**src/rtl/alu_pkg.sv**
```systemverilog
// Shared types for the sequential ALU: operation encoding, control states and
// the classifier that separates single-cycle ops from iterative MUL/DIV ops.
package alu_pkg;

  typedef enum logic [3:0] {
    OP_ADD   = 4'b0000,
    OP_SUB   = 4'b0001,
    OP_AND   = 4'b0010,
    OP_OR    = 4'b0011,
    OP_XOR   = 4'b0100,
    OP_SLT   = 4'b0101,
    OP_SLTU  = 4'b0110,
    OP_SLL   = 4'b0111,
    OP_SRL   = 4'b1000,
    OP_SRA   = 4'b1001,
    OP_MUL   = 4'b1010,
    OP_MULHU = 4'b1011,
    OP_DIV   = 4'b1100,
    OP_DIVU  = 4'b1101,
    OP_REM   = 4'b1110,
    OP_REMU  = 4'b1111
  } alu_op_t;

  typedef enum logic [1:0] {
    IDLE,
    BUSY,
    DONE
  } state_t;

  function automatic logic is_iterative(alu_op_t op);
    return op inside {OP_MUL, OP_MULHU, OP_DIV, OP_DIVU, OP_REM, OP_REMU};
  endfunction

endpackage

```
**src/rtl/muldiv_iter.sv**
```systemverilog
// Radix-2 iterative engine: shift-add multiply and restoring divide on unsigned
// magnitudes, sharing one 2*WIDTH accumulator. Signs are handled by the caller.
module muldiv_iter
  import alu_pkg::*;
#(
  parameter int WIDTH = 32
) (
  input  logic               clk,
  input  logic               rst,
  input  logic               start,
  input  alu_op_t            op,
  input  logic [WIDTH-1:0]   a,
  input  logic [WIDTH-1:0]   b,
  output logic [WIDTH-1:0]   quo,
  output logic [WIDTH-1:0]   rem,
  output logic [2*WIDTH-1:0] prod,
  output logic               done
);

  localparam int SHW = $clog2(WIDTH);
  localparam int CW  = SHW + 1;

  logic [2*WIDTH-1:0] acc;
  logic [WIDTH-1:0]   m_q;
  logic               is_mul_q;
  logic               running;
  logic [CW-1:0]      count;
  logic               start_mul;

  // Multiply: high half accumulates, low half holds the multiplier and is shifted out.
  // Divide: high half is the partial remainder, low half fills with quotient bits.
  function automatic logic [2*WIDTH-1:0] step(logic [2*WIDTH-1:0] cur, logic is_mul,
                                              logic [WIDTH-1:0] m);
    logic [WIDTH:0] sum;
    logic [WIDTH:0] trial;
    if (is_mul) begin
      sum = {1'b0, cur[2*WIDTH-1:WIDTH]} + (cur[0] ? {1'b0, m} : '0);
      return {sum, cur[WIDTH-1:1]};
    end
    trial = cur[2*WIDTH-1:WIDTH-1] - {1'b0, m};
    if (!trial[WIDTH]) return {trial[WIDTH-1:0], cur[WIDTH-2:0], 1'b1};
    return {cur[2*WIDTH-2:0], 1'b0};
  endfunction

  assign start_mul = op inside {OP_MUL, OP_MULHU};

  // The first iteration runs on the start edge so the result is ready WIDTH edges later.
  always_ff @(posedge clk) begin
    if (rst) begin
      acc      <= '0;
      m_q      <= '0;
      is_mul_q <= 1'b0;
      running  <= 1'b0;
      count    <= '0;
    end else if (start) begin
      acc      <= step({{WIDTH{1'b0}}, a}, start_mul, b);
      m_q      <= b;
      is_mul_q <= start_mul;
      running  <= 1'b1;
      count    <= CW'(WIDTH - 1);
    end else if (running) begin
      if (count == '0) begin
        running <= 1'b0;
      end else begin
        acc   <= step(acc, is_mul_q, m_q);
        count <= count - CW'(1);
      end
    end
  end

  assign done = running && (count == '0);
  assign quo  = acc[WIDTH-1:0];
  assign rem  = acc[2*WIDTH-1:WIDTH];
  assign prod = acc;

endmodule

```
**src/rtl/alu_seq.sv**
```systemverilog
// Multi-cycle ALU with valid/ready request and response ports. Logic ops and
// MUL/DIV special cases finish in one cycle; MUL/DIV otherwise take WIDTH cycles.
module alu_seq
  import alu_pkg::*;
#(
  parameter int WIDTH = 32,
  localparam int SHW  = $clog2(WIDTH)
) (
  input  logic             clk,
  input  logic             rst,
  input  logic             in_valid,
  output logic             in_ready,
  input  logic [3:0]       ALUControl,
  input  logic [WIDTH-1:0] SrcA,
  input  logic [WIDTH-1:0] SrcB,
  output logic             out_valid,
  input  logic             out_ready,
  output logic [WIDTH-1:0] ALUResult,
  output logic             Zero,
  output logic             busy
);

  localparam logic [WIDTH-1:0] MOST_NEG = {1'b1, {(WIDTH-1){1'b0}}};

  state_t           state;
  alu_op_t          op;
  alu_op_t          op_q;
  logic             q_neg_q;
  logic             r_neg_q;
  logic             signed_div;
  logic             div_zero;
  logic             overflow;
  logic             fast;
  logic             start;
  logic [SHW-1:0]   shamt;
  logic [WIDTH-1:0] quick;
  logic [WIDTH-1:0] fixed;
  logic [WIDTH-1:0] mag_a;
  logic [WIDTH-1:0] mag_b;
  logic [WIDTH-1:0] md_quo;
  logic [WIDTH-1:0] md_rem;
  logic [2*WIDTH-1:0] md_prod;
  logic             md_done;

  assign op         = alu_op_t'(ALUControl);
  assign shamt      = SrcB[SHW-1:0];
  assign signed_div = op inside {OP_DIV, OP_REM};
  assign div_zero   = (SrcB == '0);
  assign overflow   = signed_div && (SrcA == MOST_NEG) && (SrcB == '1);
  assign fast       = !is_iterative(op) || div_zero || overflow;
  assign in_ready   = (state == IDLE) && !rst;
  assign start      = in_ready && in_valid && !fast;
  assign busy       = (state != IDLE);

  assign mag_a = (signed_div && SrcA[WIDTH-1]) ? -SrcA : SrcA;
  assign mag_b = (signed_div && SrcB[WIDTH-1]) ? -SrcB : SrcB;

  always_comb begin
    quick = '0;
    case (op)
      OP_ADD:   quick = SrcA + SrcB;
      OP_SUB:   quick = SrcA - SrcB;
      OP_AND:   quick = SrcA & SrcB;
      OP_OR:    quick = SrcA | SrcB;
      OP_XOR:   quick = SrcA ^ SrcB;
      OP_SLT:   quick = {{(WIDTH-1){1'b0}}, ($signed(SrcA) < $signed(SrcB))};
      OP_SLTU:  quick = {{(WIDTH-1){1'b0}}, (SrcA < SrcB)};
      OP_SLL:   quick = SrcA << shamt;
      OP_SRL:   quick = SrcA >> shamt;
      OP_SRA:   quick = $signed(SrcA) >>> shamt;
      // Only the divide-by-zero and overflow shortcuts reach here for DIV/REM.
      OP_DIV:   quick = div_zero ? '1 : SrcA;
      OP_DIVU:  quick = '1;
      OP_REM:   quick = div_zero ? SrcA : '0;
      OP_REMU:  quick = SrcA;
      default:  quick = '0;
    endcase
  end

  always_comb begin
    fixed = md_quo;
    case (op_q)
      OP_MUL:   fixed = md_prod[WIDTH-1:0];
      OP_MULHU: fixed = md_prod[2*WIDTH-1:WIDTH];
      OP_DIV:   fixed = q_neg_q ? -md_quo : md_quo;
      OP_REM:   fixed = r_neg_q ? -md_rem : md_rem;
      OP_REMU:  fixed = md_rem;
      default:  fixed = md_quo;
    endcase
  end

  always_ff @(posedge clk) begin
    if (rst) begin
      state     <= IDLE;
      out_valid <= 1'b0;
      ALUResult <= '0;
      Zero      <= 1'b0;
      op_q      <= OP_ADD;
      q_neg_q   <= 1'b0;
      r_neg_q   <= 1'b0;
    end else begin
      case (state)
        IDLE: begin
          if (in_valid) begin
            op_q    <= op;
            q_neg_q <= signed_div && (SrcA[WIDTH-1] ^ SrcB[WIDTH-1]);
            r_neg_q <= signed_div && SrcA[WIDTH-1];
            if (fast) begin
              ALUResult <= quick;
              Zero      <= (quick == '0);
              out_valid <= 1'b1;
              state     <= DONE;
            end else begin
              state <= BUSY;
            end
          end
        end
        BUSY: begin
          if (md_done) begin
            ALUResult <= fixed;
            Zero      <= (fixed == '0);
            out_valid <= 1'b1;
            state     <= DONE;
          end
        end
        DONE: begin
          if (out_ready) begin
            out_valid <= 1'b0;
            state     <= IDLE;
          end
        end
        default: state <= IDLE;
      endcase
    end
  end

  muldiv_iter #(.WIDTH(WIDTH)) u_muldiv (
    .clk  (clk),
    .rst  (rst),
    .start(start),
    .op   (op),
    .a    (mag_a),
    .b    (mag_b),
    .quo  (md_quo),
    .rem  (md_rem),
    .prod (md_prod),
    .done (md_done)
  );

endmodule

```
**config.mk**
```make
export PLATFORM = sky130hd
export DESIGN_NAME = alu_seq
export DESIGN_NICKNAME = d
export VERILOG_FILES = /design/src/rtl/alu_pkg.sv /design/src/rtl/muldiv_iter.sv /design/src/rtl/alu_seq.sv
export SDC_FILE = /design/constraint.sdc
export NUM_CORES = 1
export LEC_CHECK = 0
export CAP_MARGIN = 20
export CORE_AREA = 2 2 295 297
export CTS_CLUSTER_DIAMETER = 150
export DETAILED_ROUTE_END_ITERATION = 8
export DIE_AREA = 0 0 297 299
export PLACE_DENSITY_LB_ADDON = 0.15
export SETUP_SLACK_MARGIN = 0.2
export SYNTH_ARGS = -nofsm -noshare
export SYNTH_HDL_FRONTEND = slang
export SYNTH_SLANG_ARGS = --single-unit
```
**constraint.sdc**
```tcl
create_clock -name clk -period 10.39 [get_ports clk]
set_clock_uncertainty 0.05 [all_clocks]
set_input_delay 1.039 -clock clk [delete_from_list [all_inputs] [get_ports clk]]
set_output_delay 1.039 -clock clk [all_outputs]
set_load 0.05 [all_outputs]
```
==> results.yml, run 1 <==
outcome:
  run_status: "completed"
timing:
  final.hold.worst_slack_ns: 0.401
  setup-violations-final: 0
  unrepaired_setup_endpoints_after_global_routing: "false"
  setup_total_negative_slack_ns: 0
  timing.fmax_mhz: 155
  final.period_utilization: 0.620
  setup_ws_ns: 3.95
  worst-slew-pin-transition_ns: 1.33
  period_minus_slack_ns: 6.44
  final_hold_viol_count: 0
  final-max-slew-violation-count: 0
  max_slew_margin: 0.113
cells_and_area:
  final-instance-count-excl-fill: 4828
  layout_common_cells: "sky130_fd_sc_hd__nor2_1 (415), sky130_fd_sc_hd__nand2_1 (362), sky130_fd_sc_hd__a21oi_1 (310)"
  final_common_cell: "sky130_fd_sc_hd__nor2_1"
  drive_gt1_frac: 0.0749
  finish.net_count: 3910
  fill_cells: 9638
  stdcell_area_um2: 28200
  area_delta_synth_final_pct: 10.6
power_and_ir_drop:
  power-per-cell-area_nw_per_um2: 102
  switching_power_mw: 1.44
  switching_share: 0.500
  power.share.clock: 0.221
  seq_power_share: 0.226
  power_leakage_nw: 10.4
  power_frac_comb: 0.553
  vdd.ir_drop.worst_mv: 0.129
  cellInternalPower_mw: 1.44
grt:
  first_global_vias: 28500
  grt.total_usage: 0.325
  grt_util_met3: 0.0683
  initial_antenna_violation_count: 5
  grt_first_pass_wirelength_mm: 213
  global_route.overflow_total: 0
  pin_count_of_the_biggest_net_entering_global_routing: 90
  global_route_met1_usage: 0.417
  grt.met2_usage: 0.494
  globalRoute.busiestLayer: "met2"
job:
  maxCapViolations: 0
die:
  die_h_um: 299
  dieArea_um2: 88800
  coreArea_um2: 85900
  initial_utilization: 0.297
  io-pin-count: 108
  chipWidth_um: 297
  row_count: 108
clock_network:
  postCtsResizedCells: 0
  clock_sink_count: 146
  cts-root-to-sink-buffers: 2
  cts-buffers-inserted: 17
  htree_levels: 4
  insertion_delay_ns: 0.48
  tritoncts: "yes"
  post_cts.repair.setup_buffers: 0
  cts_hold_buffers: 0
  clk_root_buffer_cell: "sky130_fd_sc_hd__clkbuf_16"
  cts.clk_slew.worst_paths_ns: 0.07
synth:
  synth_cell_area_um2: 25500
  synthesis.area_per_instance_um2: 6.81
  yosys_warnings: 0
  postSynthRegisterBits: 146
  synth_seq_area_share: 0.114
  synth_top_flop_cell: "sky130_fd_sc_hd__dfxtp_1"
  synthesized_net_count: 4003
  synthArstFlopShare: 0
  post_synth_num_cell_types: 93
  syn-instance-count: 3751
  synth-edff-count: 0
placement:
  standard_cell_area_after_detailed_placement_um2: 27600
  detailedPlace.worstSlack_ns: 3.61
  place_congestion: 1.06
  port_buffers: 107
  number_of_cells_in_the_design_after_placement: 4790
  place.detailed.hpwl_mm: 116
routing:
  routed-via-count: 31000
  first_drt_iteration_drcs: 4338
  routed_via_density: 6.42
  antenna_left: 0
  drt_drc_violations_left: 0
  routed_wire_length_per_instance_um: 31.1
  wirelength_routed_mm: 150
  firstDrtPassIters: 7
critical_path:
  critPathLaunchType: "input port"
  timing.critical_path.to_type: "flip-flop"
  crit_path_max_fanout: 14
  cp.required_ns: 10.71
  critical_path_arrival_ns: 6.77
  critPathKind: "in2reg"
hold_path:
  min_path_type: "reg2reg"
## Yosys cell counts (86+ instances only)
| cell | number | area [um2] |
|---|---|---|
| sky130_fd_sc_hd__xnor2_1 | 110 | 963 |
| sky130_fd_sc_hd__o21ai_0 | 226 | 1130 |
| sky130_fd_sc_hd__ha_1 | 176 | 2200 |
| sky130_fd_sc_hd__clkbuf_1 | 278 | 1040 |
| sky130_fd_sc_hd__nand3_1 | 86 | 430 |
| sky130_fd_sc_hd__a21oi_1 | 310 | 1550 |
| sky130_fd_sc_hd__dfxtp_1 | 146 | 2920 |
| sky130_fd_sc_hd__nand2_1 | 362 | 1360 |
| sky130_fd_sc_hd__nor2_1 | 415 | 1560 |
| sky130_fd_sc_hd__inv_1 | 155 | 582 |
| sky130_fd_sc_hd__nor3_1 | 109 | 546 |
| sky130_fd_sc_hd__a211oi_1 | 122 | 916 |
| sky130_fd_sc_hd__mux2i_1 | 134 | 1340 |
## cells by family (layout without fill, tap and decap cells)
group | count (synthesis) | after routing | synth area share
multiplexers | 206 | 206 | 0.0988
buffers and inverters | 483 | 403 | 0.0724
AND/OR/NAND/NOR | 1356 | 1356 | 0.255
adder cells (fa/ha/maj) | 180 | 180 | 0.0894
flip-flops | 146 | 146 | 0.114
AO/OA/AOI/OAI | 1241 | 1241 | 0.322
other | 0 | 2 | 0
XOR/XNOR | 139 | 139 | 0.0477
## critical path, cell delays in order
cell                              delay, ns
sky130_fd_sc_hd__clkdlybuf4s50_1       0.76
sky130_fd_sc_hd__or4_1                 0.80
sky130_fd_sc_hd__nor3_1                0.37
sky130_fd_sc_hd__nand3_1               0.38
sky130_fd_sc_hd__nor2b_1               0.35
sky130_fd_sc_hd__nand2_1               0.19
sky130_fd_sc_hd__o21ai_0               0.22
sky130_fd_sc_hd__nand2_1               0.14
sky130_fd_sc_hd__ha_1                  0.21
sky130_fd_sc_hd__inv_1                 0.06
sky130_fd_sc_hd__ha_1                  0.14
sky130_fd_sc_hd__and2_1                0.13
sky130_fd_sc_hd__nand4_1               0.09
sky130_fd_sc_hd__or4b_1                0.55
sky130_fd_sc_hd__nor4_4                0.26
sky130_fd_sc_hd__nand2_2               0.14
sky130_fd_sc_hd__o21ai_2               0.51
sky130_fd_sc_hd__nor2_2                0.10
sky130_fd_sc_hd__a2111oi_2             0.33
## layer usage
| metal | vias up | part of all wire |
|---|---|---|
| met3 | 392 | 0.091 |
| met4 | 6 | 0.078 |
| met2 | 1803 | 0.42 |
| met1 | 15000 | 0.41 |
| met5 | - | 0.00029 |
| li1 | 13800 | - |
## sequential cells by signal (all words and copies together) (netlist names)
name / count
q_neg_q: 1
out_valid: 1
state: 2
u_muldiv.prod: 64
r_neg_q: 1
Zero: 1
u_muldiv.running: 1
u_muldiv.count: 6
u_muldiv.m_q: 32
op_q: 4
u_muldiv.is_mul_q: 1
ALUResult: 32
## power by group through the flow
| stage | Clock [mW] | Combinational, mW | Sequential [mW] |
|---|---|---|---|
| floorplan | 0 | 0.969 | 0.666 |
| global placement | 0 | 1.55 | 0.663 |
| detailed placement | 0 | 1.53 | 0.663 |
| CTS | 0.650 | 1.54 | 0.650 |
| global route | 0.673 | 1.68 | 0.656 |
| finish | 0.639 | 1.60 | 0.652 |
## final cells by class
cell class | instances | area [um2] | area share
diodes | 2 | 5.00 | 0.000177
clock inverters | 15 | 184 | 0.00651
inverters | 160 | 601 | 0.0213
repair buffers | 211 | 1810 | 0.0641
clock buffers | 17 | 425 | 0.0151
well taps | 1155 | 1450 | 0.0512
flip-flops and latches | 146 | 2930 | 0.104
multi-input cells | 3122 | 20800 | 0.738
## per-stage QoR
step | util | total power [mW]
after detailed placement | 0.321 | 2.20
after global routing | 0.329 | 3.01
after global placement | 0.321 | 2.21
after floorplan | - | 1.64
after CTS | 0.328 | 2.84
final | 0.329 | 2.89
## worst paths after layout
kind	endpoint	slack (ns)	cells after the start	start
max	u_muldiv.prod[45]	3.95	19	SrcA[7]
min	ALUResult[0]	0.40	2	ALUResult[0]
max reg2reg	Zero	5.10	14	u_muldiv.prod[0]
min reg2reg	ALUResult[0]	0.40	2	ALUResult[0]
No activity file was read; power rests on OpenSTA's default activity.
==> run 2: changes to the inputs <==
Clock period 10.39 ns to 5.35 ns, I/O delays scaled along.
==> results.yml, run 2 (synthesis results as in run 1) <==
power_and_ir_drop:
  power_frac_comb: 0.568
  vdd.ir_drop.worst_mv: 0.239
  power-per-cell-area_nw_per_um2: 195
  switching_power_mw: 2.82
  switching_share: 0.479
  seq_power_share: 0.212
  power.share.clock: 0.219
  cellInternalPower_mw: 3.06
  power_leakage_nw: 11.6
placement:
  port_buffers: 107
  place_congestion: 1.08
  number_of_cells_in_the_design_after_placement: 5021
  place.detailed.hpwl_mm: 128
  standard_cell_area_after_detailed_placement_um2: 29400
routing:
  routed_wire_length_per_instance_um: 31.2
  first_drt_iteration_drcs: 4103
  antenna_left: 0
  routed_via_density: 6.30
  routed-via-count: 31900
  drt_drc_violations_left: 0
  firstDrtPassIters: 6
  wirelength_routed_mm: 158
outcome:
  run_status: "completed"
die:
  coreArea_um2: 85900
  dieArea_um2: 88800
  die_h_um: 299
  chipWidth_um: 297
  row_count: 108
  io-pin-count: 108
  initial_utilization: 0.297
timing:
  unrepaired_setup_endpoints_after_global_routing: "true"
  final-max-slew-violation-count: 0
  setup_total_negative_slack_ns: 0
  period_minus_slack_ns: 5.07
  final.period_utilization: 0.948
  setup-violations-final: 0
  worst-slew-pin-transition_ns: 1.23
  timing.fmax_mhz: 197
  max_slew_margin: 0.171
  final_hold_viol_count: 0
grt:
  grt_first_pass_wirelength_mm: 223
  first_global_vias: 29700
  initial_antenna_violation_count: 7
  pin_count_of_the_biggest_net_entering_global_routing: 74
  global_route.overflow_total: 0
  grt.total_usage: 0.342
critical_path:
  cpPeakStageDelay_ns: 0.59
  critPathLaunchType: "input port"
  critPathSlowestCell: "sky130_fd_sc_hd__clkdlybuf4s50_1"
  critPathKind: "in2reg"
  cp_common_cell: "sky130_fd_sc_hd__buf_4"
  largest_delay_contributor_family_on_the_critical_path: "simple AND/OR/NAND/NOR gates"
  critical_path.n_buffers_inverters: 4
  cp.required_ns: 5.68
  timing.critical_path.to_type: "flip-flop"
  crit_path_max_fanout: 11
  critical_path_arrival_ns: 5.40
  cp_cell_sequence: "clkdlybuf4s50_1 -> buf_4 -> ha_1 -> fa_1 -> mux2i_1 -> o21ai_0 -> a221o_1 -> nor3_1 -> o211ai_1 -> or3_1 -> nor4_1 -> buf_4 -> nand4_1 -> nor4_1 -> buf_4 -> nand4_1 -> o41ai_1"
clock_network:
  clk_root_buffer_cell: "sky130_fd_sc_hd__clkbuf_16"
  cts.clk_slew.worst_paths_ns: 0.06
  htree_levels: 4
  cts-root-to-sink-buffers: 2
  insertion_delay_ns: 0.48
  cts-buffers-inserted: 17
  clock_sink_count: 146
  tritoncts: "yes"
cells_and_area:
  stdcell_area_um2: 30100
  layout_common_cells: "sky130_fd_sc_hd__nor2_1 (415), sky130_fd_sc_hd__nand2_1 (362), sky130_fd_sc_hd__buf_4 (322)"
  area_delta_synth_final_pct: 17.8
  fill_cells: 9511
  drive_gt1_frac: 0.128
  largest_register_ff_count: 64
  finish.net_count: 4138
  final-instance-count-excl-fill: 5056
  final_common_cell: "sky130_fd_sc_hd__nor2_1"
job:
  maxCapViolations: 0
hold_path:
  min_path_type: "reg2reg"
## run 2: power by group through the flow
stage | logic [mW] | registers, mW | clock network (mW)
6_report | 3.34 | 1.25 | 1.29
5_1_grt | 3.51 | 1.26 | 1.36
4_1_cts | 3.24 | 1.25 | 1.31
3_5_place_dp | 3.22 | 1.27 | 0
3_3_place_gp | 3.26 | 1.27 | 0
2_1_floorplan | 1.88 | 1.29 | 0
## run 2: per-layer routing
| metal | wire length [um] | vias up | global-route usage |
|---|---|---|---|
| li1 | - | 14300 | - |
| met4 | 11600 | 4 | 0.216 |
| met2 | 69200 | 1738 | 0.537 |
| met1 | 65000 | 15500 | 0.436 |
| met5 | 22 | - | 0 |
| met3 | 12000 | 391 | 0.0539 |
## run 2: worst paths after layout
check,slack (ns),end,cells after the start,from
worst max-delay path,0.28,Zero,17,SrcA[0]
worst min-delay path,0.41,ALUResult[13],2,ALUResult[13]
worst max register to register,0.35,Zero,11,u_muldiv.prod[51]
worst min register to register,0.41,ALUResult[13],2,ALUResult[13]
## run 2: layout make-up
cell class                      count  area [um2]  share of cell area
Multi-Input combinational cell   3122       20800               0.693
Clock buffer                       18         429              0.0143
Timing Repair Buffer              439        3650               0.121
Sequential cell                   146        2930              0.0973
Antenna cell                        2        5.00            0.000166
Clock inverter                     14         179             0.00595
Inverter                          160         601              0.0200
Tap cell                         1155        1450              0.0481
## run 2: worst register-to-register path: stages, from the launching register on
cell and delay (ns):
sky130_fd_sc_hd__dfxtp_1 0.51, sky130_fd_sc_hd__or4_1 0.77, sky130_fd_sc_hd__nor4_1 0.81, sky130_fd_sc_hd__nand4_1 0.36, sky130_fd_sc_hd__o41ai_1 0.41, sky130_fd_sc_hd__xor2_1 0.18, sky130_fd_sc_hd__o221ai_1 0.33, sky130_fd_sc_hd__or4_1 0.56
sky130_fd_sc_hd__or3_1 0.38, sky130_fd_sc_hd__nor4_1 0.35, sky130_fd_sc_hd__o21ai_1 0.12, sky130_fd_sc_hd__o41ai_1 0.07
## run 2: what timing repair did
item                       4_1_cts  5_1_grt
setup endpoints to repair        0        6
resized for setup                0        2
hold buffers                     0        0
buffers inserted                 0        0
## run 2: per-stage QoR
step | util | power, mW | hold slack [ns] | setup WS (ns)
finish | 0.350 | 5.88 | 0.405 | 0.276
global route | 0.350 | 6.12 | 0.428 | 0.167
CTS | 0.349 | 5.80 | 0.407 | 0.417
detailed placement | 0.342 | 4.50 | 0.395 | -0.0613
global placement | 0.342 | 4.53 | 0.392 | -0.403
floorplan | - | 3.18 | 0.386 | 0.226
